## config.mk

```make
export PLATFORM = sky130hd
export DESIGN_NAME = mem_addr_arbiter
export DESIGN_NICKNAME = d
export VERILOG_FILES = /design/src/rtl/mem_addr_arbiter_pkg.sv /design/src/rtl/mem_addr_arbiter_rr_pick.sv /design/src/rtl/mem_addr_arbiter.sv
export SDC_FILE = /design/constraint.sdc
export NUM_CORES = 1
export LEC_CHECK = 0
export CAP_MARGIN = 40
export CORE_MARGIN = 2
export CORE_UTILIZATION = 38
export CTS_CLUSTER_SIZE = 12
export DETAILED_ROUTE_END_ITERATION = 16
export PLACE_DENSITY = 0.81
export SLEW_MARGIN = 20
export SYNTH_ARGS = -nofsm -noshare
export SYNTH_HDL_FRONTEND = slang
export SYNTH_SLANG_ARGS = --single-unit
```

## constraint.sdc

```tcl
create_clock -name clk -period 4.15 [get_ports clk]
set_input_delay 1.0375 -clock clk [delete_from_list [all_inputs] [get_ports clk]]
set_output_delay 1.0375 -clock clk [all_outputs]
set_load 0.01 [all_outputs]
```

## src/rtl/mem_addr_arbiter_pkg.sv

```systemverilog
// Shared types and constants for the memory address arbiter.
// Holds the FSM state type, default sizing and the pointer width helper.
package mem_addr_arbiter_pkg;

    typedef enum logic {
        IDLE = 1'b0,
        BUSY = 1'b1
    } arbState_e;

    localparam int DEFAULT_N_CH  = 4;
    localparam int DEFAULT_WIDTH = 32;

    // A single-channel index still needs one bit to stay a legal vector.
    function automatic int ptrWidth(input int nCh);
        return (nCh > 1) ? $clog2(nCh) : 1;
    endfunction

endpackage

```

## src/rtl/mem_addr_arbiter_rr_pick.sv

```systemverilog
// Combinational round-robin picker: the first unmasked request at or after
// the pointer wins, with the search wrapping from the last channel to 0.
module rr_pick
    import mem_addr_arbiter_pkg::*;
#(
    parameter int N_CH  = DEFAULT_N_CH,
    parameter int PTR_W = ptrWidth(N_CH)
) (
    input  logic [N_CH-1:0]  request_i,
    input  logic [N_CH-1:0]  mask_i,
    input  logic [PTR_W-1:0] pointer_i,
    output logic [N_CH-1:0]  winner_o,
    output logic             valid_o
);

    always_comb begin
        logic [PTR_W:0]   sum;
        logic [PTR_W-1:0] idx;
        winner_o = '0;
        valid_o  = 1'b0;
        sum      = '0;
        idx      = '0;
        for (int k = 0; k < N_CH; k++) begin
            // The pointer is always below N_CH, so one subtraction wraps it.
            sum = {1'b0, pointer_i} + (PTR_W+1)'(k);
            if (sum >= (PTR_W+1)'(N_CH)) begin
                sum = sum - (PTR_W+1)'(N_CH);
            end
            idx = sum[PTR_W-1:0];
            if (!valid_o && request_i[idx] && !mask_i[idx]) begin
                winner_o[idx] = 1'b1;
                valid_o       = 1'b1;
            end
        end
    end

endmodule

```

## src/rtl/mem_addr_arbiter.sv

```systemverilog
// Round-robin address arbiter: picks one channel, presents its address to
// memory until accepted, then hands over to the next winner with no bubble.
module mem_addr_arbiter
    import mem_addr_arbiter_pkg::*;
#(
    parameter int N_CH  = DEFAULT_N_CH,
    parameter int WIDTH = DEFAULT_WIDTH
) (
    input  logic                    clk,
    input  logic                    reset_n,
    input  logic [N_CH-1:0]         req_i,
    input  logic [N_CH*WIDTH-1:0]   addr_i,
    input  logic                    force_en,
    // One bit wider than a channel index so out-of-range selects are expressible.
    input  logic [ptrWidth(N_CH):0] force_sel,
    output logic [WIDTH-1:0]        mem_addr_o,
    output logic                    mem_valid_o,
    input  logic                    mem_ready_i,
    output logic [N_CH-1:0]         grant_o,
    output logic [N_CH-1:0]         done_o
);

    localparam int PTR_W = ptrWidth(N_CH);

    arbState_e        state_q, state_d;
    logic [PTR_W-1:0] ptr_q, ptr_d;
    logic [WIDTH-1:0] memAddr_q, memAddr_d;
    logic [N_CH-1:0]  grant_q, grant_d;
    logic             forced_q, forced_d;

    logic [N_CH-1:0]  pickReq;
    logic [N_CH-1:0]  pickMask;
    logic [N_CH-1:0]  pickWinner;
    logic             pickValid;
    logic [PTR_W-1:0] grantIdx;
    logic [PTR_W-1:0] nextPtr;
    logic [WIDTH-1:0] winAddr;
    logic             fire;

    assign fire        = (state_q == BUSY) && mem_ready_i;
    assign mem_addr_o  = memAddr_q;
    assign mem_valid_o = (state_q == BUSY);
    assign grant_o     = grant_q;
    assign done_o      = fire ? grant_q : '0;

    // Forced mode replaces the request vector by a one-hot of force_sel.
    always_comb begin
        pickReq = req_i;
        if (force_en) begin
            pickReq = '0;
            if (force_sel < (PTR_W+1)'(N_CH)) begin
                pickReq[force_sel[PTR_W-1:0]] = 1'b1;
            end
        end
    end

    always_comb begin
        grantIdx = '0;
        winAddr  = '0;
        for (int k = 0; k < N_CH; k++) begin
            if (grant_q[k]) begin
                grantIdx = PTR_W'(k);
            end
            if (pickWinner[k]) begin
                winAddr = addr_i[k*WIDTH +: WIDTH];
            end
        end
        nextPtr = (grantIdx == PTR_W'(N_CH-1)) ? '0 : grantIdx + 1'b1;
    end

    rr_pick #(
        .N_CH  (N_CH),
        .PTR_W (PTR_W)
    ) u_rr_pick (
        .request_i (pickReq),
        .mask_i    (pickMask),
        .pointer_i (ptr_d),
        .winner_o  (pickWinner),
        .valid_o   (pickValid)
    );

    always_comb begin
        state_d   = state_q;
        ptr_d     = ptr_q;
        memAddr_d = memAddr_q;
        grant_d   = grant_q;
        forced_d  = forced_q;
        pickMask  = '0;
        case (state_q)
            IDLE: begin
                if (pickValid) begin
                    state_d   = BUSY;
                    grant_d   = pickWinner;
                    memAddr_d = winAddr;
                    forced_d  = force_en;
                end
            end
            BUSY: begin
                if (mem_ready_i) begin
                    // Completing channel cannot win the back-to-back slot.
                    pickMask = grant_q;
                    if (!forced_q) begin
                        ptr_d = nextPtr;
                    end
                    if (pickValid) begin
                        grant_d   = pickWinner;
                        memAddr_d = winAddr;
                        forced_d  = force_en;
                    end else begin
                        state_d  = IDLE;
                        grant_d  = '0;
                        forced_d = 1'b0;
                    end
                end
            end
            default: state_d = IDLE;
        endcase
    end

    always_ff @(posedge clk or negedge reset_n) begin
        if (!reset_n) begin
            state_q   <= IDLE;
            ptr_q     <= '0;
            memAddr_q <= '0;
            grant_q   <= '0;
            forced_q  <= 1'b0;
        end else begin
            state_q   <= state_d;
            ptr_q     <= ptr_d;
            memAddr_q <= memAddr_d;
            grant_q   <= grant_d;
            forced_q  <= forced_d;
        end
    end

endmodule

```

# --- After elaboration in Yosys (flattened, before gate mapping) ---
# Index checks and enable logic that the tools add are counted.
op_classes:
  n_addsub: 8
  order_cmp: 15
  n_eq_ne: 3
  muxes: 68
  bitwise: 4
  n_reduce_logical: 21
ops:
  columns: ["op", "count"]
  rows:
  - ["$mux 32", 6]
  - ["$pmux 32 s2", 1]
  - ["$mux 4", 12]
  - ["$mux 1", 23]
  - ["$mux 2", 10]
  - ["$bmux 1 s2", 8]
  - ["$lt 2x3->1 const B", 5]
  - ["$logic_and 1x1->1", 13]
  - ["$or 4x4->4", 3]
  - ["$demux 1 s2", 5]
  - ["$ge 2x1->1 const B", 5]
  - ["$ge 3x3->1 const B", 3]
  - ["$pmux 4 s2", 1]
  - ["$sub 2x1->2 const B", 4]
  - ["$logic_not 1->1", 7]
  - ["$add 2x2->3 const B", 2]
  - ["$ne 2x2->1 const B", 2]
  - ["$pmux 1 s2", 2]
  - ["$add 2x1->3 const B", 1]
  - ["$ge 2x3->1 const B", 1]
  - ["$lt 3x3->1 const B", 1]
  - ["$add 2x1->2 const B", 1]
  - ["$eq 2x2->1 const B", 1]
  - ["$reduce_and 2->1", 1]
  - ["$not 1->1", 1]
totals:
  register_bits: 40
  input_bits: 139
  out_inout_bits: 41

# --- Longest topological paths before layout ---
# Gate-level depths: netlist (run 1).
depth:
  depth_word: 34
  ltp_mapped: 13
  depth_no_buf: 11

# --- Cells and area by module ---
# Synthesis (run 1) repeated with hierarchy kept, for this count alone.
hier_totals:
  cells_unflattened: 356
  hier_area_um2: 3584.7
by_module_without_submodules:
  columns: ["module", "instances", "cells_per_inst", "area_per_inst_um2"]
  rows:
  - ["mem_addr_arbiter", 1, 309, 3153.0]
  - ["rr_pick", 1, 47, 431.7]

# --- Worst setup path after synthesis (run 1) ---
# OpenSTA, ideal clock, no wires.
synth_timing:
  kind: "input -> register"
  from: "input port mem_ready_i"
  to: "register memAddr_q[0] (netlist: mem_addr_o[0])"
  t_arrival_ps: 3760
  setup_slack_ps: 264
  cell_stages: 12
  path_cell_list: "and3b_2 -> nor2b_2 -> nor2_4 -> ha_1 -> clkbuf_8 -> mux4_2 -> a21oi_1 -> a2111oi_2 -> nor3b_4 -> buf_6 -> a221o_1 -> a221o_1"
synth_via:
  elab_chain_cells: 28
  word_cells_on_any_way: 88
synth_lines:
  columns: ["element", "line", "rtl"]
  rows:
  - ["start: declaration", "mem_addr_arbiter.sv:18", "input logic mem_ready_i,"]
  - ["parallel branches: the longest is 28 deep, another holds $add 2x1->3", null, null]
  - ["end signal: assignment", "mem_addr_arbiter.sv:130", "memAddr_q <= memAddr_d;"]
  - ["end: declaration", "mem_addr_arbiter.sv:27", "logic [WIDTH-1:0] memAddr_q, memAddr_d;"]
# Several ways; the timed one is not identified. The select of a mux whose other input is x is not followed.
# A chain may end at the register's enable or synchronous reset.

# --- Worst setup path in the final report (run 1) ---
layout_timing:
  from: "input port force_en"
  to: "register memAddr_q[2] (netlist: mem_addr_o[2])"
layout_via:
  elab_chain_cells: 24
  word_cells_on_any_way: 37
layout_lines:
  columns: ["element", "line", "rtl"]
  rows:
  - ["start: declaration", "mem_addr_arbiter.sv:13", "input logic force_en,"]
  - ["$mux 4 *", "mem_addr_arbiter.sv:49", "if (force_en) begin"]
  - ["$bmux 1 s2", "mem_addr_arbiter_rr_pick.sv:30", "if (!valid_o && request_i[idx] && !mask_i[idx]) begin"]
  - ["$mux 1 (implied by the code)", "mem_addr_arbiter_rr_pick.sv:30", null]
  - ["$logic_and 1x1->1", "mem_addr_arbiter_rr_pick.sv:30", null]
  - ["$mux 1", "mem_addr_arbiter_rr_pick.sv:30", null]
  - ["$logic_not 1->1", "mem_addr_arbiter_rr_pick.sv:30", null]
  - ["$logic_and 1x1->1 (2 in a row)", "mem_addr_arbiter_rr_pick.sv:30", null]
  - ["$mux 1", "mem_addr_arbiter_rr_pick.sv:30", null]
  - ["[3 not listed]", null, null]
  - ["$mux 1", "mem_addr_arbiter_rr_pick.sv:30", null]
  - ["$logic_not 1->1", "mem_addr_arbiter_rr_pick.sv:30", null]
  - ["$logic_and 1x1->1 (2 in a row)", "mem_addr_arbiter_rr_pick.sv:30", null]
  - ["$mux 4", "mem_addr_arbiter_rr_pick.sv:30", null]
  - ["$mux 32 (4 in a row)", "mem_addr_arbiter.sv:64", "if (pickWinner[k]) begin"]
  - ["$mux 32 *", "mem_addr_arbiter.sv:91, mem_addr_arbiter.sv:105", null]
  - ["$mux 32", "mem_addr_arbiter.sv:99", "if (mem_ready_i) begin"]
  - ["$pmux 32 s2 *", "mem_addr_arbiter.sv:89", "case (state_q)"]
# Mark *: on every way between the ends. The rest lies on a longest branch, timed or not. The select of a mux whose other input is x is not followed.

==> metrics.md, run 1 <==
| Metric | Value |
|---|---|
| Hold violation count in the final report | 0 |
| Area Overhead vs Synth | 82.21% |
| First-pass GRT wire length | between 15 and 20 mm |
| Unique masters post-synth | 59 |
| Slew HR | 0.6386 |
| Setup Skew | approximately 0.011 ns |
| Chip Width | 91.44 um |
| Commonest non-fill, non-tap cell in the layout | clkdlybuf4s50_1 |
| Critical path buffer and inverter count | 3 |
| Main synth FF type | dfrtp_1 |
| Class of the worst hold path | flop to flop |
| Synth async-reset ratio | 1.000 |
| Slowest-stage cell, CP | clkdlybuf4s50_1 |
| Final instance area | about 0.0053 mm^2 |
| DP HPWL | about 8.4 mm |
| CTS H-tree lvls | 2 |
| Floorplan die height | between 90 and 100 um |
| Gr usage total | 0.2524 |
| Status | completed |
| Max-slew violations | 0 |
| Average wire per standard cell | 18.23 um |
| Post-synth EDFFs | 0 |
| Drt total wl | 10.70 mm |
| Logic gate share of total power | 0.676 |
| DRT Pass-1 Iters | 4 |
| Power Density | 577.2 mW/mm^2 |
| Num CTS Buffers | 5 |
| Vias per cell | 5.532 |
| YS warnings | 0 |
| WHS Path Cells | 2 |
| DR DRC count | 0 |
| Flop pwr share | 0.212 |
| R2r setup slk | 0.76 ns |
| Worst EP arrival | just over 4 ns |
| Overflow after GRT | 0 |
| Final Setup Violations | 0 |
| CTS root buf | clkbuf_8 |
| Slew at the pin closest to its max-slew limit | 0.5421 ns |
| Proportion of layout cells with a drive suffix above 1 | 0.2459 |
| Fillers | 525 |
| Max VDD drop | 0.2526 mV |
| Required time of the critical path | 4.33 ns |
| Nets | 630 |
| Synthesized cell area | 0.002905 mm^2 |
| CTS tree | done |
| Worst setup margin | 0.2075 ns |
| Leak | 0.002210 uW |
| CP Launch Type | input port |
| # rows | 31 |
| Full die area | around 0.0084 mm^2 |
| Antenna fix cells | 0 |
| Critical Path Stages | 12 |
| Max Clock Freq | 253.6 MHz |
| Sw Share | 0.3704 |
| CP top delay family | compound AO/OA/AOI/OAI gates |
| Initial antenna violation count | 0 |
| Crit. End Element | flop |
| Hold-fix buffer count after cts | 0 |
| Post-route minimum period | 3.942 ns |
| Int Pwr | 1924 uW |
| Sw Pwr | 1132 uW |
| Clock power share | 0.112 |
| Most frequent cells in the layout | 177 x clkdlybuf4s50_1, 62 x a221o_1, 42 x buf_4, 40 x dfrtp_1, 26 x and2_2 |
| Via Count | 3247 |
| Critical path, cell by cell | clkdlybuf4s50_1, nor4bb_1, o21ai_0, buf_4, nand3_1, nor4_4, a32o_1, a2111oi_4, nor3b_4, buf_12, a221o_2, a221o_1 |
| Synthesis-stage register bit count | 40 |
| First DRT Iteration DRCs | 137 |
| Reg2Reg Depth | 13 |
| I/O pins | 180 |
| Max Cap Viol | 0 |
| Clock transition at the registers of the reported paths | 0.09 ns |
| Maximum clock path buffer count | 2 |
| Post-placement worst setup slack | -0.3477 ns |
| IO Port Bufs | between 150 and 200 |
| Core area | about 0.0073 mm^2 |
| Clock latency on the worst-skew pair | about 0.3 ns |
| Sink Count | 40 |
| Placed inst area | 0.005112 mm^2 |
| RSZ-0062 raised after global routing | false |
| WS Path Type | input port to flop |
| Routed Antenna Nets | 0 |
| Post-Syn Area per Cell | 10.76 um^2 |
| Crit Path Max Fanout | 15 |
| Period utilization | 0.9500 |
| Largest net degree at the start of global routing | 40 |
| Vias in the first global route | 3384 |
| CP max stage delay | 0.58 ns |
| Final GP Congestion | around 0.88 |
| Initial core utilization | 0.3963 |
| Post-synth net total | 413 |
| Syn Inst Count | 270 |
| Post-synthesis sequential area ratio | 0.3445 |
[power by group through the flow]
stage / combinational [uW] / clock (uW) / sequential, uW
finish: 2070 / 342 / 647
floorplan: 1080 / 0 / 705
global route: 2220 / 371 / 666
global placement: 1960 / 0 / 651
detailed placement: 2000 / 0 / 653
CTS: 2030 / 350 / 648
[cell type report]
class | count | area (um^2) | share of cell area
clock buffers | 5 | 68.82 | 0.01300
flip-flops and latches | 40 | 1001 | 0.1891
inverters | 9 | 33.78 | 0.006381
clock inverters | 3 | 46.29 | 0.008745
well taps | 99 | 123.9 | 0.02340
repair buffers | 228 | 2243 | 0.4238
multi-input cells | 203 | 1777 | 0.3356
[kinds of logic after synthesis]
logic type,Yosys count,synth area share
adders and majority gates,4,0.01723
DFF,40,0.3445
and+or+nand+nor,92,0.2140
muxes,5,0.03273
AOI/OAI and AO/OA,102,0.3230
buffers and inverters,27,0.06848
[Yosys cell counts, types with 2 or more instances]
cell	count	area [um^2]
a221o_1	62	620.6
and2b_2	2	17.52
nor2_1	9	33.78
nand3_1	9	45.04
a221o_2	2	22.52
buf_2	2	10.01
inv_1	7	26.28
clkbuf_1	3	11.26
a21oi_1	6	30.03
nor2b_1	3	18.77
o211ai_1	2	15.01
o21ai_0	7	35.03
and2_1	7	43.79
nor4_1	3	18.77
nand4_1	3	18.77
buf_4	4	30.03
dfrtp_1	40	1001
nor3_1	4	20.02
a2111oi_2	2	30.03
and2_2	26	195.2
clkbuf_8	5	68.82
mux4_2	2	45.04
or2b_2	2	17.52
o21ai_1	2	10.01
or4_1	2	15.01
nand2_1	10	37.54
o21a_1	4	30.03
inv_2	2	7.510
ha_1	4	50.05
buf_6	4	45.04
a211o_2	2	20.02
[what timing repair did]
action / CTS / global route
cloned: 0 / 0
gates resized for setup: 2 / 10
endpoints found under the setup margin: 8 / 32
setup buffers: 0 / 0
pin swaps: 0 / 1
[per-layer routing]
layer / part of all wire / routed length, um / global-route usage / vias to the layer above
met2: 0.51 / 5506 / 0.4553 / 166
met4: 0.013 / 136 / 0.05556 / 0
met1: 0.40 / 4255 / 0.3091 / 1529
met5: 0 / 0 / 0 / -
li1: - / - / - / 1541
met3: 0.075 / 804 / 0.04896 / 11
[per-stage QoR]
stage | total power [uW] | hold slack [ns] | cells | util | setup TNS, ns
after global routing | 3254 | 0.6156 | 587 | 0.7221 | 0
after CTS | 3025 | 0.5811 | 587 | 0.7157 | 0
after floorplan | 1784 | 0.5513 | 270 | - | 0
after detailed placement | 2653 | 0.5582 | 579 | 0.6974 | -9.304
after global placement | 2614 | 0.5645 | 578 | 0.6936 | -9.196
final | 3055 | 0.5863 | 587 | 0.7221 | 0
[final timing paths]
check,from,to
max in group asynchronous,reset_n,mem_addr_o[7]$_DFFE_PN0P_
worst min-delay path,grant_o[0]$_DFFE_PN0P_,grant_o[0]$_DFFE_PN0P_
worst max-delay path,force_en,mem_addr_o[2]$_DFFE_PN0P_
min in group asynchronous,reset_n,mem_addr_o[24]$_DFFE_PN0P_
worst min register to register,grant_o[0]$_DFFE_PN0P_,grant_o[0]$_DFFE_PN0P_
worst max register to register,mem_valid_o$_DFF_PN0_,mem_addr_o[2]$_DFFE_PN0P_
[registers in the layout, indices dropped and copies added (netlist names)]
register     count
mem_valid_o      1
mem_addr_o      32
forced_q         1
ptr_q            2
grant_o          4
[worst min-delay path, cell delays in order, from the launching register on]
cell and delay, ns:
dfrtp_1 0.40, nand3_1 0.09, nand2_1 0.07
Note: power is estimated with default switching activity, not from simulation.
==> run 2, diff against run 1 <==
Settings changed: CORE_ASPECT_RATIO set to 0.7, CORE_MARGIN 2 to 1.
==> run 2 against run 1 <==
  * Total power grew 2.0%
  * Clock power fell by 5%
  * Core utilization increased by 0.66 points
  * Combinational power grew 3%
  * Count of clock-buffer cells in the layout increased by 1
  * Die area is 4.3% lower
  * Routed wire length grew 1.9%
  * First-iteration DRC count grew 91%
  * Cell count is 0.51% higher
  * Fmax fell by 3.2%
  * Flip-flop and latch count did not move
==> metrics.md, run 2 (synthesis gave the netlist of run 1 again) <==
| Metric | Value |
|---|---|
| DR DRC count | 0 |
| CTS H-tree lvls | 2 |
| CTS root buf | clkbuf_8 |
| I/O pins | 180 |
| Full die area | 0.008005 mm^2 |
| IO Port Bufs | 179 |
| Setup Skew | 0.01176 ns |
| CTS tree | done |
| Crit. End Element | flop |
| CP max stage delay | about 0.59 ns |
| Sw Pwr | approximately 1100 uW |
| Proportion of layout cells with a drive suffix above 1 | 0.2561 |
| Period utilization | 0.9813 |
| Floorplan die height | 75.16 um |
| Top sig layer | met4 |
| Routed wl met2 | 5.076 mm |
| Gr usage total | 0.2708 |
| Post-route minimum period | roughly 4 ns |
| Most frequent cells in the layout | 177 x clkdlybuf4s50_1, 62 x a221o_1, 43 x buf_4, 40 x dfrtp_1, 26 x and2_2 |
| M1 WL | between 4 and 5 mm |
| Hold Worst Slack | 0.5598 ns |
| First-pass GRT wire length | between 15 and 20 mm |
| Routed Antenna Nets | 0 |
| Core area | 0.007352 mm^2 |
| Max Cap Viol | 0 |
| Class of the worst hold path | flop to flop |
| Met3 routed WL | 796 um |
| Chip Width | between 100 and 150 um |
| WS Path Type | input port to flop |
| Clock latency on the worst-skew pair | ~0.30 ns |
| Commonest non-fill, non-tap cell in the layout | clkdlybuf4s50_1 |
| Max FFs per register | 32 |
| Nets | 634 |
| Placed Instances | just under 600 |
| Maximum clock path buffer count | 2 |
| Largest net degree at the start of global routing | 33 |
| Clock power share | 0.104 |
| Leak | 0.002240 uW |
| Int Pwr | between 1500 and 2000 uW |
| Slowest-stage cell, CP | clkdlybuf4s50_1 |
| Vias in the first global route | 3207 |
| Status | completed |
| Area Overhead vs Synth | 84.41% |
| Critical path, cell by cell | clkdlybuf4s50_1, buf_4, and2b_2, o21a_1, mux4_2, buf_4, buf_4, a211o_2, o211a_1, nand2_1, nor2_4, buf_12, a221o_1 |
| Max-slew violations | 0 |
| Antenna fix cells | 0 |
| Final Setup Violations | 0 |
| Slew at the pin closest to its max-slew limit | 0.5479 ns |
| Sw Share | 0.3670 |
| Vias per cell | 5.617 |
| Via Count | between 3000 and 4000 |
| DP HPWL | 8.333 mm |
| # rows | 26 |
| Crit Path Max Fanout | 23 |
| CP Launch Type | input port |
| Num CTS Buffers | 5 |
| Most used cell, CP | buf_4 |
| Required time of the critical path | 4.33 ns |
| Clock transition at the registers of the reported paths | 0.09 ns |
| Initial antenna violation count | 0 |
| First DRT Iteration DRCs | 261 |
| Max VDD drop | 0.2579 mV |
| Logic gate share of total power | 0.686 |
| Initial core utilization | 0.3952 |
| Average wire per standard cell | 18.48 um |
| Worst EP arrival | 4.26 ns |
| Max Clock Freq | 245.6 MHz |
| Flop pwr share | 0.210 |
| Drt total wl | 10.90 mm |
| Sink Count | 40 |
| DRT Pass-1 Iters | 4 |
| Overflow after GRT | 0 |
| Final GP Congestion | just over 0.9 |
| Fin cells | 590 |
| Power Density | between 500 and 600 mW/mm^2 |
| Hold violation count in the final report | 0 |
| Slew HR | 0.6347 |
run 2: changes by cell type in the layout (fill, tap and decap cells not counted), sizes merged:
cell,previous run,this run
inv,10,9
buf,50,54
clkinvlp,1,0
clkbuf,5,6
clkinv,0,1
run 2: final timing paths:
kind / start / to / slack (ns) / depth (start not counted)
worst max-delay path: force_en / mem_addr_o[22]$_DFFE_PN0P_ / 0.08 / 13
worst min-delay path: grant_o[0]$_DFFE_PN0P_ / grant_o[0]$_DFFE_PN0P_ / 0.56 / 2
worst max register to register: mem_valid_o$_DFF_PN0_ / mem_addr_o[22]$_DFFE_PN0P_ / 0.81 / 13
worst min register to register: grant_o[0]$_DFFE_PN0P_ / grant_o[0]$_DFFE_PN0P_ / 0.56 / 2
max in group asynchronous: reset_n / mem_addr_o[9]$_DFFE_PN0P_ / 2.94 / 2
min in group asynchronous: reset_n / mem_addr_o[31]$_DFFE_PN0P_ / 0.71 / 1
run 2: repair_timing:
action / CTS / global route
resized for setup: 0 / 15
endpoints found under the setup margin: 0 / 32
buffers inserted: 0 / 2
hold buffers: 0 / 0
run 2: critical path: cells and delay by family:
kind / cells / cell delay [ns]
buffers and inverters: 5 / 1.21
AO/OA/AOI/OAI: 4 / 1.03
multiplexers: 1 / 0.54
AND/OR/NAND/NOR: 3 / 0.43
run 2: power groups by stage:
stage                     combinational (uW)  clock [uW]  sequential (uW)
after floorplan                         1080           0              705
after global placement                  2020           0              652
after detailed placement                2060           0              654
after CTS                               2070         326              653
after global routing                    2300         350              670
final                                   2140         326              654
run 2: cell type report:
cell class	count	area (um^2)
clock inverter	2	35.03
multi-input combinational	203	1778
inverter	9	33.78
timing repair buffer	232	2315
sequential	40	1001
fill	576	1994
clock buffer	6	72.57
tap	98	122.6
run 2: metrics by stage:
| step | TNS (ns) | power, uW | util | worst slack [ns] | area (um^2) |
|---|---|---|---|---|---|
| 2_1_floorplan | 0 | 1784 | - | 0.2641 | 2905 |
| 3_5_place_dp | -6.126 | 2713 | 0.7023 | -0.2310 | 5164 |
| 6_report | 0 | 3117 | 0.7287 | 0.07777 | 5358 |
| 5_1_grt | -0.1712 | 3318 | 0.7287 | -0.02105 | 5358 |
| 3_3_place_gp | -6.682 | 2677 | 0.6986 | -0.2411 | 5136 |
| 4_1_cts | 0 | 3049 | 0.7170 | 0.04208 | 5271 |
run 2: metal layers:
| layer | vias up | track usage |
|---|---|---|
| met3 | 10 | 0.05195 |
| met4 | 0 | 0.07306 |
| met2 | 181 | 0.4444 |
| met1 | 1585 | 0.3714 |
| li1 | 1538 | - |
| met5 | - | 0 |
